==> src/rtl/iob_rsp_route.sv <==
// Forwards merged IOb requests to a shared slave and steers in-order read
// responses back to the requester recorded in a small ID FIFO.
module iob_rsp_route #(
  parameter  int DATA_W = 32,
  parameter  int ADDR_W = 32,
  parameter  int N      = 2,
  parameter  int DEPTH  = 4,
  localparam int NBITS  = $clog2(N) + ($clog2(N) == 0),
  localparam int CNT_W  = $clog2(DEPTH + 1)
) (
  input  logic                  clk_i,
  input  logic                  arst_n_i,
  input  logic                  cke_i,
  input  logic                  s_avalid_i,
  input  logic [ADDR_W-1:0]     s_addr_i,
  input  logic [DATA_W-1:0]     s_wdata_i,
  input  logic [DATA_W/8-1:0]   s_wstrb_i,
  input  logic [NBITS-1:0]      s_id_i,
  output logic                  s_ready_o,
  output logic [N*DATA_W-1:0]   s_rdata_o,
  output logic [N-1:0]          s_rvalid_o,
  output logic                  m_avalid_o,
  output logic [ADDR_W-1:0]     m_addr_o,
  output logic [DATA_W-1:0]     m_wdata_o,
  output logic [DATA_W/8-1:0]   m_wstrb_o,
  input  logic                  m_ready_i,
  input  logic [DATA_W-1:0]     m_rdata_i,
  input  logic                  m_rvalid_i,
  output logic [CNT_W-1:0]      outstanding_o,
  output logic                  err_o
);

  localparam int PTR_W = $clog2(DEPTH);

  logic [NBITS-1:0] id_mem_reg [DEPTH];
  logic [PTR_W-1:0] wr_ptr_reg;
  logic [PTR_W-1:0] rd_ptr_reg;
  logic [CNT_W-1:0] count_reg;
  logic             err_reg;

  logic             is_rd;
  logic             empty;
  logic             full;
  logic             pop;
  logic             blk;
  logic             push;
  logic [NBITS-1:0] head;
  logic [N-1:0]     sel;

  assign is_rd = (s_wstrb_i == '0);
  assign empty = (count_reg == '0);
  assign full  = (count_reg == CNT_W'(DEPTH));
  assign pop   = m_rvalid_i & cke_i & ~empty;
  // A full FIFO still takes a read when a response frees a slot this cycle.
  assign blk   = is_rd & full & ~pop;

  assign m_avalid_o = s_avalid_i & cke_i & ~blk;
  assign s_ready_o  = m_ready_i & cke_i & ~blk;
  assign push       = s_avalid_i & s_ready_o & is_rd;

  assign m_addr_o  = s_addr_i;
  assign m_wdata_o = s_wdata_i;
  assign m_wstrb_o = s_wstrb_i;

  assign outstanding_o = count_reg;
  assign err_o         = err_reg;

  // Head comes from registered FIFO storage, so routing never depends on s_id_i.
  assign head = id_mem_reg[rd_ptr_reg];

  genvar gi;
  generate
    for (gi = 0; gi < N; gi++) begin : g_slice
      assign sel[gi] = pop & (head == NBITS'(gi));
      assign s_rvalid_o[gi] = sel[gi];
      assign s_rdata_o[gi*DATA_W +: DATA_W] = sel[gi] ? m_rdata_i : '0;
    end
  endgenerate

  always_ff @(posedge clk_i or negedge arst_n_i) begin
    if (!arst_n_i) begin
      wr_ptr_reg <= '0;
      rd_ptr_reg <= '0;
      count_reg  <= '0;
      for (int i = 0; i < DEPTH; i++) begin
        id_mem_reg[i] <= '0;
      end
    end else if (cke_i) begin
      if (push) begin
        id_mem_reg[wr_ptr_reg] <= s_id_i;
        wr_ptr_reg             <= wr_ptr_reg + 1'b1;
      end
      if (pop) begin
        rd_ptr_reg <= rd_ptr_reg + 1'b1;
      end
      if (push && !pop) begin
        count_reg <= count_reg + 1'b1;
      end else if (pop && !push) begin
        count_reg <= count_reg - 1'b1;
      end
    end
  end

  // Sticky: a response with nothing outstanding, or while frozen, is dropped.
  always_ff @(posedge clk_i or negedge arst_n_i) begin
    if (!arst_n_i) begin
      err_reg <= 1'b0;
    end else if (m_rvalid_i && (!cke_i || empty)) begin
      err_reg <= 1'b1;
    end
  end

endmodule

==> config.mk <==
export PLATFORM = sky130hd
export DESIGN_NAME = iob_rsp_route
export DESIGN_NICKNAME = d
export VERILOG_FILES = /design/src/rtl/iob_rsp_route.sv
export SDC_FILE = /design/constraint.sdc
export NUM_CORES = 1
export LEC_CHECK = 0
export ABC_AREA = 0
export BUFFER_PORTS_ARGS = -buffer_cell sky130_fd_sc_hd__buf_4
export CORE_AREA = 4 4 94 96
export DETAILED_ROUTE_END_ITERATION = 16
export DIE_AREA = 0 0 98 100
export GPL_TIMING_DRIVEN = 0
export SLEW_MARGIN = 20
export SYNTH_ARGS = -nofsm -noshare
export SYNTH_HDL_FRONTEND = slang
export SYNTH_SLANG_ARGS = --single-unit
==> constraint.sdc <==
create_clock -name clk_i -period 5.1 [get_ports clk_i]
set_input_delay 1.02 -clock clk_i [delete_from_list [all_inputs] [get_ports clk_i]]
set_output_delay 1.02 -clock clk_i [all_outputs]
set_load 0.02 [all_outputs]
==> impl_metrics.tcl <==
set metrics [dict create \
    io_pins 247 \
    track_usage_pct 13.5 \
    crit_cells 7 \
    clock_skew_ns 0.00106 \
    synth.net_count 353 \
    cts_sinks 12 \
    rsz0062_at_grt "false" \
    synth_area_sq_um 1700 \
    grt_max_degree 13 \
    grt_pass1_vias 2138 \
    cp-start-kind "primary input" \
    place_congestion 0.740 \
    area_delta_synth_final_pct 89.9 \
    yosysWarnings 0 \
    clockBufferDepth 2 \
    tightest_slew_ns 0.505 \
    crit_required_ns 4.08 \
    cts_root_buf "clkbuf_8" \
    crit_slowest_cell "clkbuf_1" \
    cts.htree.levels 1 \
    ys_seq_elements 12 \
    die_y_um 100 \
    die_area_sq_um 9800 \
    critPathMaxFanout 10 \
    grt_first_pass_wirelength_um 10800 \
    vias 2108 \
    drv_slew 0 \
    period_share_pct 69.2 \
    ant_nets 0 \
    layout-drive-gt1-share_pct 63.0 \
    num-fill-cells 877 \
    final.min_clock_period_ns 3.53 \
    layout.nets 539 \
    outcome "complete, no violations" \
    dpl.hpwl_um 6650 \
    critical_path_arrival_ns 2.51 \
    p_per_area_nw_per_um2 222 \
    portBuffers 181 \
    antenna_found_initial 0 \
    seq_area_frac_synth_pct 17.6 \
    path_clk_slew_ns 0.05 \
    place_worst_setup_slack_ns 1.51 \
    achievable-frequency_mhz 283 \
    hold_ws_ns 0.460 \
    wl_per_cell_um 14.1 \
    drc 0 \
    diodes 0 \
    netlist_instances 240 \
    worstPathCellList "buf_2 -> o311a_1 -> clkbuf_1 -> buf_2 -> nand2_1 -> nor2_1 -> buf_4" \
    cts_buffers 3 \
    critPathBufInv 4 \
    rows 33 \
    die_x_um 98 \
    viasPerCell 3.98 \
    drtIter0Drc 53 \
    hold_viol_final 0 \
    hp-class "reg2reg" \
    slew_headroom_pct 65.3 \
    endpoint_kind "output pin" \
    cts_tree "built" \
    hold_buffers 0 \
    setup_viol 0 \
    clk_latency_ns 0.24 \
    max_cap_violations 0 \
    fin_ws_ns 1.57 \
    routed_wl_um 7460 \
    postCtsSetupBuffers 0 \
    largest_register_ffs 4 \
    worstSetupPathType "in2out" \
    max_stage_delay_ns 0.38 \
    tns_ns 0 \
    p_leak_nw 1.77 \
    cts-resized-gates 0 \
    vdd_drop_max_uv 70.2 \
    min_path_cells 1 \
    fp.coreArea_sq_um 8050 \
    cp_common_cell "buf_2" \
    utilization_pct 40.2 \
    synth.avg_cell_area_sq_um 7.10 \
    fin_area_sq_um 3230 \
    reg2regPathDepth 10 \
    critPathTopFamily "buffers and inverters" \
    yosysUniqueCellTypes 26 \
    firstDrtPassIters 4 \
    grt_overflow_total 0 \
    placed_area_sq_um 3190 \
    initial_core_util_pct 21.1 \
]
where the power goes:
group	switching [mW]	internal (mW)	total [mW]
Clock	0.0330	0.0519	0.0849
Combinational	0.262	0.210	0.472
Sequential	0.0390	0.123	0.162
synthesized netlist by cell type:
| library cell | count | area share [%] |
|---|---|---|
| a2111oi_4 | 2 | 3.2 |
| a211oi_1 | 2 | 0.88 |
| a211oi_4 | 2 | 2.4 |
| a21o_1 | 1 | 0.44 |
| a31oi_1 | 2 | 0.73 |
| buf_2 | 5 | 1.5 |
| buf_4 | 68 | 30 |
| clkbuf_1 | 7 | 1.5 |
| dfrtp_1 | 12 | 18 |
| fa_1 | 1 | 1.2 |
| ha_1 | 5 | 3.7 |
| inv_1 | 6 | 1.3 |
| mux2_1 | 2 | 1.3 |
| mux2_2 | 5 | 3.3 |
| mux2i_1 | 3 | 1.8 |
| nand2_1 | 37 | 8.2 |
| nand3_1 | 1 | 0.29 |
| nand4_1 | 2 | 0.73 |
| nor2_1 | 66 | 15 |
| nor2b_1 | 1 | 0.37 |
| nor4_1 | 1 | 0.37 |
| o311a_1 | 1 | 0.59 |
| or3_1 | 1 | 0.37 |
| or4_4 | 1 | 0.66 |
| xnor2_1 | 4 | 2.1 |
| xor2_1 | 2 | 1.0 |
kinds of logic (layout without fill, tap and decap cells):
| group | count (synthesis) | count (layout) | synth area share [%] |
|---|---|---|---|
| mux | 10 | 10 | 6.39 |
| compound gates | 10 | 10 | 8.23 |
| buf+inv | 86 | 270 | 34.3 |
| fa+ha+maj | 6 | 6 | 4.85 |
| flops | 12 | 12 | 17.6 |
| xor+xnor | 6 | 6 | 3.09 |
| simple gates | 110 | 110 | 25.5 |
layout make-up:
cell class / count / area (sq um) / area share, %
clock buffer: 3 / 41.3 / 1.28
multi-input combinational: 142 / 818 / 25.3
inverter: 6 / 22.5 / 0.696
sequential: 12 / 300 / 9.28
timing repair buffer: 181 / 1360 / 42.0
buffer: 80 / 562 / 17.4
tap: 105 / 131 / 4.06
per-stage QoR:
stage | cells | power, mW
after floorplan | 240 | 0.456
after global placement | 526 | 0.639
after detailed placement | 526 | 0.645
after CTS | 529 | 0.732
after global routing | 529 | 0.774
final | 529 | 0.719
placed cells by master (no fill, tap or decap):
cell | synthesis | routed
a211oi_1 | 2 | 2
mux2i_1 | 3 | 3
nor2b_1 | 1 | 1
buf_4 | 68 | 249
or3_1 | 1 | 1
nand2_1 | 37 | 37
nor2_1 | 66 | 66
xnor2_1 | 4 | 4
inv_1 | 6 | 6
ha_1 | 5 | 5
dfrtp_1 | 12 | 12
mux2_1 | 2 | 2
a21o_1 | 1 | 1
clkbuf_8 | 0 | 3
or4_4 | 1 | 1
nand4_1 | 2 | 2
o311a_1 | 1 | 1
nor4_1 | 1 | 1
fa_1 | 1 | 1
a31oi_1 | 2 | 2
buf_2 | 5 | 5
a2111oi_4 | 2 | 2
nand3_1 | 1 | 1
mux2_2 | 5 | 5
xor2_1 | 2 | 2
clkbuf_1 | 7 | 7
a211oi_4 | 2 | 2
worst reg2reg max path, cell delays in order (launching register included):
cell	delay, ns
dfrtp_1	0.36
buf_2	0.21
o311a_1	0.30
clkbuf_1	0.24
inv_1	0.18
ha_1	0.20
inv_1	0.06
fa_1	0.37
xnor2_1	0.14
nand2_1	0.09
xnor2_1	0.14
worst paths after layout:
| kind | to | startpoint | slack, ns |
|---|---|---|---|
| worst max-delay path | s_rdata_o[54] | cke_i | 1.57 |
| min in group asynchronous | id_mem_reg[0] | arst_n_i | 0.61 |
| worst min register to register | err_o | err_o | 0.46 |
| worst max register to register | outstanding_o[2] | outstanding_o[2] | 2.69 |
| max in group asynchronous | err_o | arst_n_i | 4.33 |
| worst min-delay path | err_o | err_o | 0.46 |
routing by layer:
metal / vias to the layer above / share of wire [%] / track usage, %
met5: - / 0 / 0
met4: 0 / 0.46 / 3.09
met3: 2 / 10 / 3.96
met2: 113 / 58 / 27.4
met1: 943 / 32 / 13.4
li1: 1050 / - / -
(Power assumes the default switching activity.)
